File: config.mk
export PLATFORM = sky130hd
export DESIGN_NAME = memory_cycle
export DESIGN_NICKNAME = d
export VERILOG_FILES = /design/src/rtl/memory_cycle.sv
export SDC_FILE = /design/constraint.sdc
export NUM_CORES = 1
export LEC_CHECK = 0
export CORE_UTILIZATION = 44
export CTS_BUF_LIST = sky130_fd_sc_hd__clkbuf_16
export CTS_CLUSTER_SIZE = 16
export DETAILED_ROUTE_END_ITERATION = 8
export PLACE_DENSITY = 0.88
export REMOVE_ABC_BUFFERS = 1
export SYNTH_ARGS = -nofsm -noshare
export SYNTH_HDL_FRONTEND = slang
export SYNTH_SLANG_ARGS = --single-unit
File: constraint.sdc
create_clock -name clk -period 3.2 [get_ports clk]
set_input_delay 0.64 -clock clk [delete_from_list [all_inputs] [get_ports clk]]
set_output_delay 0.64 -clock clk [all_outputs]
set_load 0.02 [all_outputs]
File: src/rtl/memory_cycle.sv
// MEM stage: drives the data-memory port, extends load data and feeds MEM/WB.
// Optional misaligned-access trap enabled by MEM_MISALIGN_TRAP_EN.
module memory_cycle #(
  parameter int TIMEOUT = 255
) (
  input  logic        clk,
  input  logic        rst,
  input  logic [31:0] ALUResultM,
  input  logic [31:0] WriteDataM,
  input  logic [31:0] PCPlus4M,
  input  logic [31:0] InstrM,
  input  logic [4:0]  RdM,
  input  logic        RegWriteM,
  input  logic        MemWriteM,
  input  logic [1:0]  ResultSrcM,
  output logic        dmem_req,
  output logic        dmem_we,
  output logic [31:0] dmem_addr,
  output logic [31:0] dmem_wdata,
  output logic [3:0]  dmem_be,
  input  logic [31:0] dmem_rdata,
  input  logic        dmem_ready,
  output logic [31:0] ALUResultW,
  output logic [31:0] ReadDataW,
  output logic [31:0] PCPlus4W,
  output logic [4:0]  RdW,
  output logic        RegWriteW,
  output logic [1:0]  ResultSrcW,
  output logic        StallM,
`ifdef MEM_MISALIGN_TRAP_EN
  output logic        misalign,
`endif
  output logic        bus_err
);

  typedef enum logic {IDLE, BUSY} state_t;
  localparam int CW = (TIMEOUT < 2) ? 1 : $clog2(TIMEOUT + 1);

  state_t         state, stateNext;
  logic [CW-1:0]  cnt;
  logic [31:0]    addrQ, wdataQ;
  logic           weQ;
  logic [3:0]     beQ;
  logic [2:0]     f3Q;
  logic [1:0]     offQ;

  logic [2:0]  f3, f3Eff;
  logic [1:0]  off, offEff;
  logic        memOp, misTrap, timeout, bubble;
  logic [3:0]  beCur;
  logic [31:0] wdataCur, loadData;
  logic [7:0]  byteSel;
  logic [15:0] halfSel;

  logic unusedInstr;
  assign unusedInstr = ^{InstrM[31:15], InstrM[11:0]};

  assign f3    = InstrM[14:12];
  assign off   = ALUResultM[1:0];
  assign memOp = MemWriteM | (ResultSrcM == 2'b01);

  // Store lane steering; undefined store widths behave as SW.
  always_comb begin
    beCur    = 4'b1111;
    wdataCur = WriteDataM;
    case (f3)
      3'b000: begin
        beCur    = 4'b0001 << off;
        wdataCur = {4{WriteDataM[7:0]}};
      end
      3'b001: begin
        beCur    = off[1] ? 4'b1100 : 4'b0011;
        wdataCur = {2{WriteDataM[15:0]}};
      end
      default: ;
    endcase
  end

`ifdef MEM_MISALIGN_TRAP_EN
  logic misAddr;
  always_comb begin
    misAddr = (off != 2'b00);
    if (MemWriteM) begin
      if (f3 == 3'b000)      misAddr = 1'b0;
      else if (f3 == 3'b001) misAddr = off[0];
    end else begin
      if (f3 == 3'b000 || f3 == 3'b100)      misAddr = 1'b0;
      else if (f3 == 3'b001 || f3 == 3'b101) misAddr = off[0];
    end
  end
  assign misTrap = !rst && (state == IDLE) && memOp && misAddr;
`else
  assign misTrap = 1'b0;
`endif

  // Load extraction follows the access actually on the bus.
  assign f3Eff  = (state == BUSY) ? f3Q  : f3;
  assign offEff = (state == BUSY) ? offQ : off;

  always_comb begin
    case (offEff)
      2'd0:    byteSel = dmem_rdata[7:0];
      2'd1:    byteSel = dmem_rdata[15:8];
      2'd2:    byteSel = dmem_rdata[23:16];
      default: byteSel = dmem_rdata[31:24];
    endcase
    halfSel = offEff[1] ? dmem_rdata[31:16] : dmem_rdata[15:0];
    case (f3Eff)
      3'b000:  loadData = {{24{byteSel[7]}}, byteSel};
      3'b001:  loadData = {{16{halfSel[15]}}, halfSel};
      3'b100:  loadData = {24'b0, byteSel};
      3'b101:  loadData = {16'b0, halfSel};
      default: loadData = dmem_rdata;
    endcase
  end

  always_comb begin
    stateNext  = state;
    dmem_req   = 1'b0;
    dmem_we    = 1'b0;
    dmem_addr  = {ALUResultM[31:2], 2'b00};
    dmem_be    = beCur;
    dmem_wdata = wdataCur;
    StallM     = 1'b0;
    timeout    = 1'b0;
    if (state == BUSY) begin
      dmem_addr  = addrQ;
      dmem_be    = beQ;
      dmem_wdata = wdataQ;
    end
    if (!rst) begin
      case (state)
        IDLE: begin
          if (memOp && !misTrap) begin
            dmem_req = 1'b1;
            dmem_we  = MemWriteM;
            if (!dmem_ready) begin
              StallM    = 1'b1;
              stateNext = BUSY;
            end
          end
        end
        BUSY: begin
          dmem_req = 1'b1;
          dmem_we  = weQ;
          if (dmem_ready) begin
            stateNext = IDLE;
          end else if (cnt == CW'(TIMEOUT - 1)) begin
            timeout   = 1'b1;
            stateNext = IDLE;
          end else begin
            StallM = 1'b1;
          end
        end
        default: stateNext = IDLE;
      endcase
    end
  end

  assign bubble = timeout | misTrap;

  always_ff @(posedge clk) begin
    if (rst) begin
      state      <= IDLE;
      cnt        <= '0;
      addrQ      <= '0;
      wdataQ     <= '0;
      weQ        <= 1'b0;
      beQ        <= '0;
      f3Q        <= '0;
      offQ       <= '0;
      ALUResultW <= '0;
      ReadDataW  <= '0;
      PCPlus4W   <= '0;
      RdW        <= '0;
      RegWriteW  <= 1'b0;
      ResultSrcW <= '0;
      bus_err    <= 1'b0;
`ifdef MEM_MISALIGN_TRAP_EN
      misalign   <= 1'b0;
`endif
    end else begin
      state   <= stateNext;
      bus_err <= timeout;
`ifdef MEM_MISALIGN_TRAP_EN
      misalign <= misTrap;
`endif
      if (state == IDLE && stateNext == BUSY) begin
        cnt    <= '0;
        addrQ  <= {ALUResultM[31:2], 2'b00};
        wdataQ <= wdataCur;
        weQ    <= MemWriteM;
        beQ    <= beCur;
        f3Q    <= f3;
        offQ   <= off;
      end else if (state == BUSY) begin
        cnt <= cnt + 1'b1;
      end
      if (!StallM) begin
        ALUResultW <= ALUResultM;
        ReadDataW  <= loadData;
        PCPlus4W   <= PCPlus4M;
        ResultSrcW <= ResultSrcM;
        RdW        <= bubble ? 5'd0 : RdM;
        RegWriteW  <= RegWriteM & ~bubble;
      end else begin
        RdW       <= '0;
        RegWriteW <= 1'b0;
      end
    end
  end

endmodule

* Yosys cells after proc, flatten, opt, wreduce, memory -nomap -nowiden *
Index checks and enable logic that the tools add are counted.

cells by class
  reductions and logical operators = 7
  shifts and indexed selects = 1
  mux-type cells = 28
  bitwise operators = 4
  equal/unequal tests = 8
  $add $sub $neg = 1

operators with widths
  cell                   count
  $pmux W32 S4           1
  $mux W32               2
  $pmux W32 S2           1
  $pmux W8 S3            1
  $mux W16               1
  $mux W1                14
  $add A8 B1 Y8 const B  1
  $eq A8 B8 Y1 const B   1
  $mux W4                2
  $pmux W4 S2            1
  $eq A3 B1 Y1 const B   2
  $eq A3 B3 Y1 const B   2
  $logic_not A3 Y1       2
  $pmux W1 S2            3
  $eq A2 B1 Y1 const B   2
  $reduce_or A2 Y1       2
  $shl A1 B2 Y4 const A  1
  $mux W3                1
  $reduce_or A3 Y1       1
  $eq A2 B2 Y1 const B   1
  $logic_not A2 Y1       1
  $mux W2                1
  $not A1 Y1             2
  $and A1 B1 Y1          1
  2 further kinds        2

storage, ports and cells
  bits of input ports = 172
  register bits = 186
  word-level logic and storage cells = 64

* Depth between registers and ports, before layout *
  word-level depth = 7
  mapped depth = 12
  depth with buffers taken out = 9

* Worst setup path after synthesis *
Ideal clock, no wire load.

  path kind = in2out
  start = input port InstrM[13]
  end = output port dmem_wdata[10]
  data required time = 2,560 ps
  arrival time = 2,122 ps
  stages = 6
  setup slack = 438 ps
  path through = buf_2 -> or2_1 -> buf_2 -> nor2_2 -> mux2_2 -> mux2_2

between the ends
  longest elaborated chain between the ends = 3
  elaborated cells on any way between the ends = 4
  those cells by class = eq/ne (1); mux (2); reduce/logical (1)

ends and longest elaborated chain
  item                                                     RTL line  RTL
  from (decl)                                              11        input logic [31:0] InstrM,
  $eq A3 B1 Y1 / $logic_not A3 Y1 (equally long branches)  66        case (f3)
  $pmux W32 S2 *                                           66
  $mux W32 *                                               126       if (state == BUSY) begin
  to (decl)                                                19        output logic [31:0] dmem_wdata,

Every way passes the cells marked *; elsewhere a longest branch is shown, timed or not.

* Worst setup path in the final report *
  start = input port InstrM[14]
  end = output port dmem_wdata[23]

The elaborated chain is that of the path after synthesis.

==> impl_metrics.toml <==
[status]
status = "finished with violations"
violations = "design-rule violations"

[die]
ios = 348
core-area_um2 = 19400
start_util_pct = 44.7
rows = 51
die_h_um = 142
dieArea_um2 = 20300
die_w_um = 142

[yosys]
syn_area_um2 = 8680
synth_most_common_cell = "nand2_1"
netlist_instances = 1051
yosysUniqueCellTypes = 53
ys.flop_type = "dfxtp_1"
syn_area_per_cell_um2 = 8.26
synthTopCellsByCount = "nand2_1 (222), dfxtp_1 (186), a21oi_1 (105)"
synthTopCellsByArea = "dfxtp_1 (43%), nand2_1 (9.6%), mux2_2 (8.0%)"
synth_top_area_share_pct = 42.9
yosysSeqAreaShare_pct = 42.9
yosysTopAreaCell = "dfxtp_1"
synth-seq-cells = 186
async_reset_ff_share_pct = 0
synth_edf_count = 0
ys_warn_count = 0

[setup_path]
crit_slowest_cell = "clkdlybuf4s50_1"
cp_top_family = "buffers and inverters"
critPathCaptureType = "output pin"
cpPeakStageDelay_ns = 0.63
crit_required_ns = 2.56
worst-path-buf-inv = 3
start_kind = "input port"
cp.arrival_ns = 2.52
critPathMaxFanout = 28
crit_chain = "clkdlybuf4s50_1 -> or2_4 -> buf_8 -> mux2i_1 -> mux2i_1 -> clkdlybuf4s50_1"
path_class = "in -> out"

[timing]
timing.final.crit_share_pct = 98.8
setup_viol_count_final = 0
max_freq_ghz = 0.316
skew_ns = 0.0104
finalHoldViolCount = 0
relSlewSlack_pct = 46.1
worst_slew_pin_slew_ns = 0.808
min_period_ns = 3.16
fin_hold_ws_ns = 0.450
slew_viol_final = 0
layout_setup_ws_ns = 0.0381

[layout]
utilization_pct = 65.2
nets = 1506
n_antenna_cell = 0
drive_above_1_share_pct = 12.2
nFillCells = 1557
final_cells = 1610
register_area_um2 = 3730
multi_input_area_um2 = 4430
syn_to_final_growth_pct = 45.8

[clock_tree]
cts_buffers = 17
clk_pin_slew_ns = 0.07
htreeDepth = 4
root_buffer = "clkbuf_16"
clkLatencyLatePin_ns = 0.43
cts_buffer_depth = 2
clock_sinks = 186
hold_buffers = 0
cts_tree = "done"

[placed_design]
dpl.hpwl_um = 18100
globalplace.congestion = 0.862
io_buffers = 316
dpl_worst_slack_ns = -0.254
placedCellCount = 1574

[power]
vdd_ir_drop_max_v = 0.000361
p_total_mw = 6.11
p_per_area_nw_per_um2 = 482
p_leak_nw = 5.07

[drt]
drtIter0Drc = 559
drtAntennaViolNets = 0
routedWlPerCell_um = 16.7
wl_um = 26900
vias = 8566
vias_per_cell = 5.32
route.detailed.drc = 1
firstDrtPassIters = 7

[global_routing]
antenna_found_initial = 0
grt_start_max_net_pins = 94
overflow = 0
track_usage_pct = 25.4
grt_pass1_wl_um = 41000
grt_pass1_vias = 8026

[job]
drv_cap = 0

[worst_hold_path]
min_path_type = "reg -> reg"
## flip-flops by register name, indices dropped and copies added, names as in the netlist
register	count
ALUResultW	32
RegWriteW	1
f3Q	3
weQ	1
bus_err	1
PCPlus4W	32
RdW	5
ResultSrcW	2
beQ	4
ReadDataW	32
state	1
offQ	2
cnt	8
wdataQ	32
addrQ	30
## cell usage in the layout (no fill, tap or decap), types with 29 or more instances in the layout
cell             count
o21ai_0             51
dfxtp_1            185
mux2i_1             29
nand2_1            221
mux2_2              62
nor2_1              55
inv_1               30
a21o_1              29
a21oi_1            105
clkdlybuf4s50_1    293
## timing repair
action                     CTS  global route
buffers inserted             0             4
setup endpoints to repair   26            24
pin swaps                    0             0
resized for setup           14            28
## layout make-up
cell class              instances  area share [%]
clock buffers                  17            3.36
clock inverters                15            1.29
inverters                      32           0.949
multi-input cells             747            35.0
flip-flops and latches        186            29.5
well taps                     265            2.62
repair buffers                348            27.3
## worst paths after layout
path	startpoint	end	slack, ns	cells after the start
setup reg to reg	state	ReadDataW[17]	0.51	6
setup / recovery	InstrM[14]	dmem_wdata[23]	0.04	6
hold reg to reg	addrQ[19]	addrQ[19]	0.45	2
hold / removal	addrQ[19]	addrQ[19]	0.45	2
## layer usage
| layer | track usage, % | part of all wire, % | routed length (um) | vias to the layer above |
|---|---|---|---|---|
| met2 | 43.4 | 49 | 13200 | 351 |
| met1 | 30.1 | 40 | 10900 | 3964 |
| li1 | - | - | - | 4178 |
| met4 | 12.8 | 3.7 | 986 | 0 |
| met3 | 5.38 | 6.7 | 1790 | 73 |
| met5 | 0 | 0 | 0 | - |
## worst reg2reg max path, delay by kind of cell (launching register included)
kind | cells | cell delay, ns
compound gates | 2 | 0.44
buf+inv | 1 | 0.42
flops | 1 | 0.56
mux | 2 | 0.73
simple gates | 1 | 0.42
## kinds of logic (layout without fill, tap and decap cells)
family | after synthesis | after routing | share of synthesized area [%]
xor gates and xnor gates | 7 | 7 | 0.706
buffers and inverters | 119 | 412 | 6.26
DFF | 186 | 186 | 42.9
muxes | 94 | 94 | 11.9
AOI/OAI and AO/OA | 282 | 282 | 20.0
adders and majority gates | 2 | 2 | 0.288
other | 1 | 2 | 0.0432
and+or+nand+nor | 360 | 360 | 17.9
## per-stage QoR
step	cell area, um^2	TNS [ns]
detailed placement	12000	-3.38
global route	12700	-0.0173
global placement	12000	-2.37
floorplan	8260	-556.46
CTS	12600	0
finish	12700	0
## power by group
group          internal, mW  switching, mW  leakage (nW)  total, mW
logic                 0.693          0.751          3.26       1.44
clock network          1.11           1.01         0.280       2.11
registers              2.47         0.0820          1.53       2.55
Note: power is estimated with default switching activity, not from simulation.
